**src/rtl/sha3_512_feeder.sv**
```systemverilog
// Byte-serial to 64-bit big-endian word feeder for the sha3_512 core, with digest capture/hold.
// Define SHA3_FEEDER_AUTORST_EN to pulse core_reset for one cycle before every message.
module sha3_512_feeder #(
    parameter int unsigned DIGEST_BITS = 512
) (
    input  logic                   clk,
    input  logic                   reset,
    input  logic [7:0]             s_data,
    input  logic                   s_valid,
    input  logic                   s_last,
    input  logic                   s_empty,
    output logic                   s_ready,
    output logic [63:0]            core_in,
    output logic                   core_in_ready,
    output logic                   core_is_last,
    output logic [2:0]             core_byte_num,
    input  logic                   core_buffer_full,
    input  logic [DIGEST_BITS-1:0] core_out,
    input  logic                   core_out_ready,
    output logic                   core_reset,
    output logic [DIGEST_BITS-1:0] digest,
    output logic                   digest_valid,
    input  logic                   digest_ready
);

`ifdef SHA3_FEEDER_AUTORST_EN
    typedef enum logic [2:0] {
        S_IDLE, S_CLR, S_FILL, S_SEND, S_SEND_PAD, S_WAIT, S_DONE
    } state_t;
`else
    typedef enum logic [2:0] {
        S_IDLE, S_FILL, S_SEND, S_SEND_PAD, S_WAIT, S_DONE
    } state_t;
`endif

    state_t                 state_q, state_d;
    logic [2:0]             cnt_q, cnt_d;
    logic [63:0]            word_q, word_d;
    logic                   last_q, last_d;
    logic [2:0]             bn_q, bn_d;
    logic                   pad_q, pad_d;
    logic [DIGEST_BITS-1:0] digest_q, digest_d;
    logic                   dv_q, dv_d;

    always_ff @(posedge clk or negedge reset) begin
        if (!reset) begin
            state_q  <= S_IDLE;
            cnt_q    <= '0;
            word_q   <= '0;
            last_q   <= 1'b0;
            bn_q     <= '0;
            pad_q    <= 1'b0;
            digest_q <= '0;
            dv_q     <= 1'b0;
        end else begin
            state_q  <= state_d;
            cnt_q    <= cnt_d;
            word_q   <= word_d;
            last_q   <= last_d;
            bn_q     <= bn_d;
            pad_q    <= pad_d;
            digest_q <= digest_d;
            dv_q     <= dv_d;
        end
    end

    always_comb begin
        state_d       = state_q;
        cnt_d         = cnt_q;
        word_d        = word_q;
        last_d        = last_q;
        bn_d          = bn_q;
        pad_d         = pad_q;
        digest_d      = digest_q;
        dv_d          = dv_q;
        s_ready       = 1'b0;
        core_in_ready = 1'b0;
        core_reset    = 1'b0;

        case (state_q)
            S_IDLE: begin
                if (s_valid) begin
`ifdef SHA3_FEEDER_AUTORST_EN
                    state_d = S_CLR;
`else
                    state_d = S_FILL;
`endif
                end
            end
`ifdef SHA3_FEEDER_AUTORST_EN
            S_CLR: begin
                core_reset = 1'b1;
                state_d    = S_FILL;
            end
`endif
            S_FILL: begin
                s_ready = 1'b1;
                if (s_valid) begin
                    if (s_last && s_empty) begin
                        last_d  = 1'b1;
                        bn_d    = cnt_q;
                        state_d = S_SEND;
                    end else begin
                        // Word is cleared on every hand-off, so OR-ing places the byte and keeps unused bytes 0.
                        word_d = word_q | ({s_data, 56'h0} >> {cnt_q, 3'b000});
                        if (s_last) begin
                            if (cnt_q == 3'd7) begin
                                last_d = 1'b0;
                                bn_d   = '0;
                                pad_d  = 1'b1;
                            end else begin
                                last_d = 1'b1;
                                bn_d   = cnt_q + 3'd1;
                            end
                            state_d = S_SEND;
                        end else if (cnt_q == 3'd7) begin
                            state_d = S_SEND;
                        end else begin
                            cnt_d = cnt_q + 3'd1;
                        end
                    end
                end
            end
            S_SEND, S_SEND_PAD: begin
                core_in_ready = 1'b1;
                if (!core_buffer_full) begin
                    word_d = '0;
                    cnt_d  = '0;
                    if (last_q) begin
                        last_d  = 1'b0;
                        bn_d    = '0;
                        state_d = S_WAIT;
                    end else if (pad_q) begin
                        pad_d   = 1'b0;
                        last_d  = 1'b1;
                        bn_d    = '0;
                        state_d = S_SEND_PAD;
                    end else begin
                        state_d = S_FILL;
                    end
                end
            end
            S_WAIT: begin
                if (core_out_ready) begin
                    digest_d = core_out;
                    dv_d     = 1'b1;
                    state_d  = S_DONE;
                end
            end
            S_DONE: begin
                if (digest_ready) begin
                    dv_d    = 1'b0;
                    state_d = S_IDLE;
                end
            end
            default: state_d = S_IDLE;
        endcase
    end

    assign core_in       = word_q;
    assign core_byte_num = bn_q;
    assign core_is_last  = core_in_ready & last_q;
    assign digest        = digest_q;
    assign digest_valid  = dv_q;

endmodule

```
**config.mk**
```make
export PLATFORM = sky130hd
export DESIGN_NAME = sha3_512_feeder
export DESIGN_NICKNAME = d
export VERILOG_FILES = /design/src/rtl/sha3_512_feeder.sv
export SDC_FILE = /design/constraint.sdc
export NUM_CORES = 1
export LEC_CHECK = 0
export BUFFER_PORTS_ARGS = -buffer_cell sky130_fd_sc_hd__clkbuf_2
export CAP_MARGIN = 40
export CORE_AREA = 2 2 431 433
export CTS_BUF_LIST = sky130_fd_sc_hd__clkbuf_8
export DETAILED_ROUTE_END_ITERATION = 12
export DIE_AREA = 0 0 433 435
export GPL_TIMING_DRIVEN = 0
export HOLD_SLACK_MARGIN = 0.15
export PLACE_DENSITY = 0.3
export SETUP_SLACK_MARGIN = 0.15
export SLEW_MARGIN = 5
export SYNTH_ARGS = -nofsm -noshare
export SYNTH_HDL_FRONTEND = slang
export SYNTH_SLANG_ARGS = --single-unit
```
**constraint.sdc**
```tcl
create_clock -name clk -period 3 [get_ports clk]
set_input_delay 0.15 -clock clk [delete_from_list [all_inputs] [get_ports clk]]
set_output_delay 0.15 -clock clk [all_outputs]
set_load 0.1 [all_outputs]
```
==> metrics.cfg, run 1 <==
[synth]
post-synth-top-area-fraction = 0.656
synth-seq-cells = 588
syn_inst = 1375
synth-seq-area-share = 0.656
synthFlopType = dfrtp_1
synth_area_um2 = 22400
synth_top_area_cell = dfrtp_1
syn_avg_cell_area_um2 = 16.3
ys_async_sr_fraction = 1.00
synth.distinct_cells = 37
yosys_warnings = 0
synth_top_cells_by_area = dfrtp_1, mux2_2, buf_6
synth-edff-count = 0
syn_nets = 1905

[clock_network]
hold_buffers = 1038
cts_buffers = 131
post_cts_buffers = 0
numClockSinks = 588
h-tree-depth = 4
postCtsResizedCells = 0
root_buffer = clkbuf_8
clk_path_buf_depth = 3

[floorplanning]
io_pins = 1112
fp.dieW_um = 433
die_h_um = 435
start_util = 0.122
core.rowCount = 158

[placement]
postPlaceCellArea_um2 = 31300
io_buffer_count = 1102
gp_congestion = 0.835
dp.cells = 4967
hpwlAfterDp_um = 97400

[status]
lastStage = 4_1_cts
outcome = stopped before the end
tool.error = [ERROR RSZ-0060] Max buffer count reached.

[through the flow]
step           setup WS (ns)   util  hold WS (ns)
3_3_place_gp          -15.00  0.169         0.383
2_1_floorplan          0.847      -        -0.146
3_5_place_dp           0.473  0.170         0.186
[kinds of logic after synthesis]
logic type | after synthesis | synth area share
AOI/OAI and AO/OA | 93 | 0.0323
adders and majority gates | 2 | 0.00112
buffers and inverters | 97 | 0.0334
DFF | 588 | 0.656
muxes | 515 | 0.259
other | 1 | 0.000167
and+or+nand+nor | 79 | 0.0182
[cell usage after synthesis, drive strengths merged, types with 2 or more instances]
cell type	count
and2	2
nor3	4
nand2b	5
a21oi	8
nor3b	2
o22ai	4
mux2i	2
clkbuf	12
nand2	31
nand3	16
mux2	513
a31oi	2
nor2	6
ha	2
nor2b	4
buf	78
inv	7
a32o	39
a211o	2
o21ai	25
dfrtp	588
nor4	2
a22o	7
nand3b	5
o311ai	2
==> run 2, diff against run 1 <==
==> config.mk (replaced) <==
export PLATFORM = sky130hd
export DESIGN_NAME = sha3_512_feeder
export DESIGN_NICKNAME = d
export VERILOG_FILES = /design/src/rtl/sha3_512_feeder.sv
export SDC_FILE = /design/constraint.sdc
export NUM_CORES = 1
export LEC_CHECK = 0
export BUFFER_PORTS_ARGS = -buffer_cell sky130_fd_sc_hd__clkbuf_2
export CAP_MARGIN = 40
export CORE_AREA = 2 2 430 432
export DETAILED_ROUTE_END_ITERATION = 12
export DIE_AREA = 0 0 432 434
export GPL_TIMING_DRIVEN = 0
export PLACE_DENSITY_LB_ADDON = 0.15
export SLEW_MARGIN = 5
export SYNTH_ARGS = -nofsm -noshare
export SYNTH_HDL_FRONTEND = slang
export SYNTH_SLANG_ARGS = --single-unit
==> run 2 against run 1 <==
Effect of this change:
- the run now ends clean
- synthesized cell count did not move
- synthesized area unchanged
==> metrics.cfg, run 2 <==
[critical_path]
path_class = flop to flop
reg2reg_to = digest[328]
reg2reg_slack_ns = 0.48
worst_ep_arrival_time_ns = 3.08
slowest_stage = nor3_4
endpoint_kind = flop
crit_path_max_fanout = 10
path_buf_inv = 4
crit_chain = buf_2 > nand2_1 > nor3_4 > buf_16 > buf_4 > buf_4 > mux2_2
critPathRequiredTime_ns = 3.56
critPathLaunchType = flop
cpLargestDelayFamily = buffers and inverters
r2r-start = state_q[2]
critPathMaxStageDelay_ns = 0.52
ff2ff_path_depth = 7
crit_top_cell = buf_4

[timing]
fin_ws_ns = 0.478
clock_skew_ns = 0.0324
rsz0062_at_grt = no
finalSetupTns_ns = 0
fmax_mhz = 396
post-route-period-util = 0.841
max_slew_margin = 0.456
hold_ws_ns = 0.0917
hold_viol = 0
maxSlewViolCount = 0
setup_viol = 0
worst_pin_slew_ns = 0.819
layout_min_cycle_time_ns = 2.52

[hold_path]
worstHoldPathType = primary input to flop
min_to = core_in[35]
worstHoldStart = s_data[3]
worstHoldPathCells = 3

[floorplanning]
io_pins = 1112
core_um2 = 182000
die_area_um2 = 187000
fp.dieW_um = 432
start_util = 0.123
core.rowCount = 157
die_h_um = 434

[synth]
ys_async_sr_fraction = 1.00
synth-edff-count = 0
synth_top_area_cell = dfrtp_1
syn_avg_cell_area_um2 = 16.3
syn_nets = 1905
yosysMostFrequentCell = dfrtp_1
yosys_warnings = 0
syn_inst = 1375
synthFlopType = dfrtp_1
synth.distinct_cells = 37
synth_area_um2 = 22400
post-synth-top-area-fraction = 0.656
synth_top_cells_by_area = dfrtp_1, mux2_2, buf_6
synth-seq-cells = 588
synthTopCellsByCount = dfrtp_1, mux2_2, buf_6, a32o_1, nand2_1
synth-seq-area-share = 0.656

[clock_network]
postCtsResizedCells = 0
cts_buffers = 83
clk_path_buf_depth = 3
worstSkewPairLatency_ns = 0.70
numClockSinks = 588
h-tree-depth = 3
clk_pin_slew_ns = 0.06
root_buffer = clkbuf_16
cts_tree = yes

[routing]
vias = 18685
drt_iter0_markers = 590
post_drt_wl_per_cell_um = 22.8
drt_wl_total_um = 127000
viasPerCell = 3.36
final_antenna_net_count = 0
drt-pass1-iter-count = 4
drc = 0

[placement]
gp_congestion = 0.772
io_buffer_count = 1102
dp.cells = 4872
hpwlAfterDp_um = 104000
dpl_worst_slack_ns = 0.254

[global_route]
grt_pass1_wl_um = 168000
grt_pass1_vias = 20058
grt_usage = 0.131
grt_max_degree = 92
gr-total-overflow = 0
antenna_found_initial = 59

[final_layout]
largest_register_ffs = 512
layout.nets = 3631
final_cell_mix = clkbuf_2, dfrtp_1, dlygate4sd3_1
drive_gt1_frac = 0.578
area_growth_pct = 75.0
final_common_cell = clkbuf_2
final_cells = 5558
fill_cells = 19934

[run]
drv_cap = 0

[status]
outcome = complete, no violations

## run 2: cell counts after synthesis
No cell type changed its count.
## run 2: routing by layer
metal	vias to the layer above	global-route usage	wire, um
met2	676	0.223	63200
met4	2	0.0394	3740
met1	9340	0.145	47700
li1	8443	-	-
met5	-	0	13
met3	224	0.0587	12200
## run 2: area by class of cell
class                      instances  area [um2]  area share
antenna                           12        30.0    0.000765
buffer                            90         722      0.0184
clock buffer                     123        2480      0.0632
clock inverter                    22         250     0.00638
inverter                           7        26.3    0.000669
multi-input combinational        690        6960       0.177
sequential                       588       14700       0.375
tap                             2385        2980      0.0760
timing repair buffer            1641       11100       0.282
## run 2: metrics by stage
| stage | util | instance area (um2) |
|---|---|---|
| floorplan | - | 22400 |
| global placement | 0.169 | 30900 |
| detailed placement | 0.171 | 31200 |
| CTS | 0.215 | 39200 |
| global route | 0.215 | 39200 |
| finish | 0.215 | 39200 |
## run 2: timing repair
item	CTS	global route
hold buffers	529	0
endpoints found under the hold margin	724	0
setup buffers	0	0
## run 2: worst max path at each step
| stage | start | endpoint | slack [ns] | cells after the start |
|---|---|---|---|---|
| 2_1_floorplan | state_q[1] | core_in[18] | 0.85 | 7 |
| 3_3_place_gp | reset | digest[497] | -14.96 | 1 |
| 3_5_place_dp | state_q[2] | digest[330] | 0.25 | 7 |
| 4_1_cts | state_q[2] | digest[328] | 0.23 | 7 |
| 5_1_grt | state_q[2] | digest[329] | 0.23 | 7 |
| 6_report | state_q[2] | digest[328] | 0.48 | 7 |
## run 2: logic make-up (layout without fill, tap and decap cells)
family,count (synthesis),after routing,share of synthesized area
other,1,13,0.000167
AO/OA/AOI/OAI,93,93,0.0323
flip-flops,588,588,0.656
buffers and inverters,97,1883,0.0334
AND/OR/NAND/NOR,79,79,0.0182
multiplexers,515,515,0.259
adder cells (fa/ha/maj),2,2,0.00112
## run 2: worst min-delay path, cell delays in order
cell and delay [ns]:
buf_1 0.33, nand3_1 0.16, o21ai_0 0.07
Power of run 2 is left out: the tool's default activity adds up to more than one toggle a clock period on the data nets, which glitch-free logic cannot reach.
